===== src/rtl/entry_vld_alloc.sv =====
// Per-entry valid allocator feeding a latch-based clock-gating stage; emits one-cycle
// enables only for entries whose valid bit changes. Optional: ENTRY_ALLOC_ROUND_ROBIN_EN.
module entry_vld_alloc #(
  parameter  int ENTRIES = 8,
  localparam int IDXW    = $clog2(ENTRIES),
  localparam int CNTW    = $clog2(ENTRIES + 1)
) (
  input  logic               clk,
  input  logic               rst,
  input  logic               alloc_req,
  output logic               alloc_gnt,
  output logic [IDXW-1:0]    alloc_idx,
  input  logic               free_req,
  input  logic [IDXW-1:0]    free_idx,
  output logic [ENTRIES-1:0] ff_en_e1,
  output logic [ENTRIES-1:0] dvld,
  output logic [ENTRIES-1:0] entry_vld,
  output logic [CNTW-1:0]    count,
  output logic               full,
  output logic               empty,
  output logic               free_err
);

  logic [ENTRIES-1:0] vld_q;
  logic [ENTRIES-1:0] ff_en_q;
  logic [ENTRIES-1:0] dvld_q;
  logic [CNTW-1:0]    count_q;
  logic               free_err_q;

  logic               sel_found;
  logic [IDXW-1:0]    sel_idx;
  logic               free_legal;
  logic [ENTRIES-1:0] set_mask;
  logic [ENTRIES-1:0] clr_mask;
  logic [CNTW-1:0]    count_nxt;

  // Status derives from registered state only, so a same-cycle free never opens a grant.
  assign full      = (count_q == CNTW'(ENTRIES));
  assign empty     = (count_q == '0);
  assign alloc_gnt = alloc_req & ~full;
  assign alloc_idx = sel_idx;

`ifdef ENTRY_ALLOC_ROUND_ROBIN_EN
  logic [IDXW-1:0] rr_q;

  always_comb begin
    int j;
    // NOTE: every always_comb output gets a default first, otherwise a latch is inferred.
    sel_found = 1'b0;
    sel_idx   = '0;
    j         = 0;
    for (int k = 0; k < ENTRIES; k++) begin
      j = int'(rr_q) + k;
      if (j >= ENTRIES) j = j - ENTRIES;
      if (!sel_found && !vld_q[j]) begin
        sel_found = 1'b1;
        sel_idx   = IDXW'(j);
      end
    end
  end

  always_ff @(posedge clk) begin
    if (rst) begin
      rr_q <= '0;
    end else if (alloc_gnt) begin
      rr_q <= (alloc_idx == IDXW'(ENTRIES - 1)) ? '0 : alloc_idx + 1'b1;
    end
  end
`else
  always_comb begin
    sel_found = 1'b0;
    sel_idx   = '0;
    for (int i = 0; i < ENTRIES; i++) begin
      if (!sel_found && !vld_q[i]) begin
        sel_found = 1'b1;
        sel_idx   = IDXW'(i);
      end
    end
  end
`endif

  // Index match per entry also rejects out-of-range indices for non-power-of-two sizes.
  always_comb begin
    set_mask   = '0;
    clr_mask   = '0;
    free_legal = 1'b0;
    for (int i = 0; i < ENTRIES; i++) begin
      if (alloc_gnt && (alloc_idx == IDXW'(i))) set_mask[i] = 1'b1;
      if (free_req && (free_idx == IDXW'(i)) && vld_q[i]) begin
        clr_mask[i] = 1'b1;
        free_legal  = 1'b1;
      end
    end
  end

  always_comb begin
    count_nxt = count_q;
    case ({alloc_gnt, free_legal})
      2'b10:   count_nxt = count_q + 1'b1;
      2'b01:   count_nxt = count_q - 1'b1;
      default: count_nxt = count_q;
    endcase
  end

  // Granted and freed entries are always disjoint, so the masks never collide.
  always_ff @(posedge clk) begin
    if (rst) begin
      // NOTE: sequential state uses non-blocking assignments so all registers update together.
      vld_q      <= '0;
      ff_en_q    <= '0;
      dvld_q     <= '0;
      count_q    <= '0;
      free_err_q <= 1'b0;
    end else begin
      vld_q   <= (vld_q & ~clr_mask) | set_mask;
      ff_en_q <= set_mask | clr_mask;
      dvld_q  <= (dvld_q & ~clr_mask) | set_mask;
      count_q <= count_nxt;
      if (free_req && !free_legal) free_err_q <= 1'b1;
    end
  end

  assign entry_vld = vld_q;
  assign ff_en_e1  = ff_en_q;
  assign dvld      = dvld_q;
  assign count     = count_q;
  assign free_err  = free_err_q;

endmodule

===== config.mk =====
export PLATFORM = sky130hd
export DESIGN_NAME = entry_vld_alloc
export DESIGN_NICKNAME = d
export VERILOG_FILES = /design/src/rtl/entry_vld_alloc.sv
export SDC_FILE = /design/constraint.sdc
export NUM_CORES = 1
export LEC_CHECK = 0
export BUFFER_PORTS_ARGS = -buffer_cell sky130_fd_sc_hd__buf_2
export CAP_MARGIN = 5
export CORE_MARGIN = 2
export CORE_UTILIZATION = 55
export DETAILED_ROUTE_END_ITERATION = 12
export PLACE_DENSITY = 0.84
export SLEW_MARGIN = 20
export SYNTH_ARGS = -nofsm -noshare
export SYNTH_HDL_FRONTEND = slang
export SYNTH_SLANG_ARGS = --single-unit

===== constraint.sdc =====
create_clock -name clk -period 5.9 [get_ports clk]
set_input_delay 1.18 -clock clk [delete_from_list [all_inputs] [get_ports clk]]
set_output_delay 1.18 -clock clk [all_outputs]
set_load 0.05 [all_outputs]

After elaboration in Yosys (flattened, before gate mapping)

Cells that the tools add are included.
Widths: inputs -> output; s select.

$add $sub $neg: 2
Multiply operators: 0
Div/mod/pow operators: 0
$lt $le $gt $ge: 0
Equality and inequality tests: 17
Shifts and indexed selects: 0
Muxes and demuxes: 38
Bitwise logic cells: 8
Reductions and logical operators: 50

Operators by type and width:

| operator            | number |
|---|---|
| $logic_and 1x1->1   | 32 |
| $mux 1              | 31 |
| $eq 3x3->1 const B  | 8 |
| $or 8x8->8          | 3 |
| $mux 3              | 6 |
| $and 8x8->8         | 2 |
| $logic_not 1->1     | 14 |
| $eq 3x2->1 const B  | 4 |
| $not 8->8           | 1 |
| $pmux 4 s2          | 1 |
| $eq 3x1->1 const B  | 2 |
| $logic_not 3->1     | 2 |
| $add 4x1->4 const B | 1 |
| $eq 4x4->1 const B  | 1 |
| $logic_not 4->1     | 1 |
| $sub 4x1->4 const B | 1 |
| $eq 2x1->1 const B  | 1 |
| $eq 2x2->1 const B  | 1 |
| $reduce_bool 2->1   | 1 |
| $and 1x1->1         | 1 |
| $not 1->1           | 1 |

Bits in registers: 29
Latch bits: 0
Memory bits (writable): 0
ROM bits: 0
Input bits: 7
Output and inout port bits: 35
Memories: 0

Longest topological paths before layout

Depth after elaboration: 25
Gate-level depth with buffers: 12

Worst setup path after synthesis

OpenSTA, ideal clock, no wires.

Path type: input -> register
Start point: input port free_idx[2]
End point: register count_q[3] (netlist: count[3])
Arrival: 3.514 ns
Data required time: 5.828 ns
Slack: 2.314 ns
Stages: 10
Buffers on the path: 1
Cells stage by stage: clkbuf_1 -> mux2i_1 -> o22ai_1 -> or3b_2 -> ha_1 -> ha_1 -> a21oi_1 -> a21oi_1 -> or4_1 -> a21oi_1

Word-level cells in the longest chain between the ends: 13

Ends and longest elaborated chain:

| what                                            | RTL line | text |
|---|---|---|
| start: declaration                              | 14       | `input logic [IDXW-1:0] free_idx,` |
| $logic_not 3->1                                 | 89       | `if (free_req && (free_idx == IDXW'(i)) && vld_q[i]) begin` |
| $logic_and 1x1->1 (2 in series)                 | 89       |  |
| $mux 1 (7 in series)                            | 89       |  |
| $mux 1 *                                        | 89       |  |
| $eq 2x1->1 or $eq 2x2->1 (tied branches)        | 98       | `case ({alloc_gnt, free_legal})` |
| $pmux 4 s2 or $reduce_bool 2->1 (tied branches) | --       |  |
| end signal: assignment                          | 118      | `count_q <= count_nxt;` |
| end: declaration                                | 27       | `logic [CNTW-1:0] count_q;` |

Every way passes the cells marked *; elsewhere a longest branch is shown, timed or not.
A chain may end at the register's enable or synchronous reset.

Worst setup path in the final report

Same ends and word-level chain as after synthesis.

==> impl_results.md <==
- Slew headroom: 61.10%
- Die width: 55.62 um
- Clk buf depth: 2
- Most frequent CP cell: a21oi_1
- Commonest cells in the netlist: dfxtp_1 (29), nand2_1 (18), o21ai_0 (12), nand3b_1 (9), inv_1 (8)
- Max Freq: 283.1 MHz
- Area delta synth->final: 17.68%
- Post-layout min period: 3.533 ns
- R2r setup slk: 2.97 ns
- TritonRoute pass-1 iters: 5
- Clock latency on the worst-skew pair: 0.33 ns
- Row count: 18
- CTS sink cnt: 29
- Synth warn: 0
- WL/cell: 15.80 um
- H-Tree Depth: 2
- ANT nets after route: 0
- PostCTS Resize Cnt: 0
- Port bufs: 41
- CP top delay family: simple AND/OR/NAND/NOR gates
- Final period util: 59.88%
- Pre-CTS WS: 2.055 ns
- Final setup violation count: 0
- Synth async-reset ratio: 0%
- Sequential-to-total area share from yosys stat: 39.62%
- Num CTS Buffers: 5
- Layout cell share with drive strength beyond 1: 27.80%
- Antenna cells: 0
- Max incr delay on CP: 0.49 ns
- Largest net degree at the start of global routing: 28
- Final hold violation count: 0
- HP Class: reg -> reg
- Final nets: 216
- Vias in the first global route: 1339
- Yosys reg bits: 29
- Via count: 1436
- Initial DRC Count: 43
- Worst Tran Pin Value: 0.5774 ns
- Drt drc: 0
- Share of Yosys cell area claimed by the top area cell type: 39.62%
- Worst path slowest cell: or4_1
- Root Buffer: clkbuf_4
- Initial antenna violation count: 0
- Hold_buf cts: 0
- Setup Skew: 0.006683 ns
- Area leader, netlist: dfxtp_1
- CTS tree: yes
- EDFF count, synth: 0
- CP Buf/Inv Count: 1
- Final WL: 3714 um
- Area after DPL: 1669 um2
- Synth Flop Type: dfxtp_1
- RSZ-0062 raised after global routing: false
- CORE AREA: 2500 um2
- Worst setup margin: 2.367 ns
- Cell variety after synth: 46
- Met3 Wirelength: 266 um
- Pleak: 0.7581 nW
- Worst Path Max Fanout: 16
- Worst setup SP type: input port
- First-pass GRT wire length: 6009 um
- Wl on met1: 1474 um
- Overflow after GRT: 0
- Setup tns final: 0 ns
- Max Cap Violations: 0
- Most used standard cell by instance count after synthesis: dfxtp_1
- Filler cells: 217
- Req. time, crit path: 6.17 ns
- Metal2 WL: 1885 um
- Routed vias/inst: 6.111
- WS Path Type: in -> reg
- Mapped Area: 1465 um2
- Status: complete, no violations
- HPWL Detailed: 2687 um
- Syn_area_per_cell: 8.880 um2
- Tot Pwr: 428.2 uW
- Peak VDD IR: 0.0002211 V
- Register-to-Register Path Depth: 9
- Hold depth: 2
- WP depth: 10
- Die Ht: 55.62 um
- Initial Util: 58.61%
- Cell Pwr Density: 248.3 nW/um2
- Crit path DAT: 3.80 ns
- Slew Limit Fails: 0
- CP endpoint kind: register
- Die area: 3093 um2
- Placer congestion estimate: 0.8981
- Syn_nets: 176
- Mapped Cells: 165
- Reg clk slew, reported paths: 0.09 ns
- Top Ports: 42
- GRT Util Overall: 24.63%
- Crit path cell chain: buf_2 -> and3_1 -> o21ai_0 -> or3b_2 -> ha_1 -> ha_1 -> a21oi_1 -> a21oi_1 -> or4_1 -> a21oi_1
- Top Metal Used: met4
- Synth area leaders: dfxtp_1 (40%), nand2_1 (4.6%), nand3b_1 (4.6%)
- Final Instance Area: 1724 um2
- Post-CTS setup buffer count: 0
==> stage by stage <==
| step | hold slack (ns) | instances | util (%) |
|---|---|---|---|
| floorplan | 0.6706 | 165 | - |
| global placement | 0.4534 | 228 | 66.77 |
| detailed placement | 0.4623 | 228 | 66.77 |
| CTS | 0.4761 | 235 | 68.97 |
| global route | 0.4931 | 235 | 68.97 |
| finish | 0.4753 | 235 | 68.97 |
==> cell families after synthesis <==
group	after synthesis	synth area share, %
compound gates	40	17.59
xor+xnor	2	1.196
fa+ha+maj	4	3.929
buf+inv	16	4.696
flops	29	39.62
mux	2	1.366
simple gates	72	31.60
==> flip-flops by register name, summed over array words and instances, names as in the netlist <==
| name | count |
|---|---|
| ff_en_e1 | 8 |
| dvld | 8 |
| entry_vld | 8 |
| count | 4 |
| free_err | 1 |
==> report_power, final <==
group / switching, mW / internal (mW)
Sequential: 0.00990 / 0.203
Combinational: 0.0689 / 0.0236
Clock: 0.0663 / 0.0561
Total: 0.145 / 0.283
==> worst paths after layout <==
path,start,endpoint
worst min-delay path,free_err,free_err
worst min register to register,free_err,free_err
worst max register to register,entry_vld[5],count[3]
worst max-delay path,free_idx[2],count[3]
==> layout make-up <==
class / instances / area, um2 / area share, %
flip-flops and latches: 29 / 580.6 / 33.67
multi-input cells: 120 / 815.8 / 47.32
repair buffers: 41 / 205.2 / 11.90
well taps: 30 / 37.54 / 2.177
clock buffers: 7 / 55.05 / 3.193
inverters: 8 / 30.03 / 1.742
==> per-layer routing <==
| layer | up-vias | GRT usage [%] |
|---|---|---|
| met5 | - | 0 |
| met4 | 0 | 11.50 |
| met3 | 15 | 7.674 |
| met2 | 64 | 42.69 |
| met1 | 687 | 27.31 |
| li1 | 670 | - |
==> cells in the final DEF (no fill, tap or decap), types with 2 or more instances in the layout <==
| cell type | count |
|---|---|
| xor2_1 | 2 |
| mux2i_1 | 2 |
| nand3_1 | 6 |
| nand4b_1 | 2 |
| nand2_1 | 18 |
| o32ai_1 | 2 |
| a21oi_1 | 6 |
| ha_1 | 3 |
| and3_1 | 3 |
| buf_2 | 41 |
| o21ai_0 | 12 |
| clkbuf_4 | 5 |
| nor2_1 | 7 |
| a21oi_2 | 3 |
| nor2b_1 | 2 |
| o31ai_1 | 3 |
| nand2b_4 | 2 |
| a211o_1 | 2 |
| dfxtp_1 | 29 |
| o22ai_1 | 6 |
| inv_1 | 8 |
| nand3b_1 | 9 |
| nand2b_1 | 7 |
| and2_1 | 2 |
==> tightest hold or removal path, stage by stage (launching register included) <==
cell	delay [ns]
dfxtp_1	0.32
inv_1	0.05
o32ai_1	0.06
Note: power is estimated with default switching activity, not from simulation.
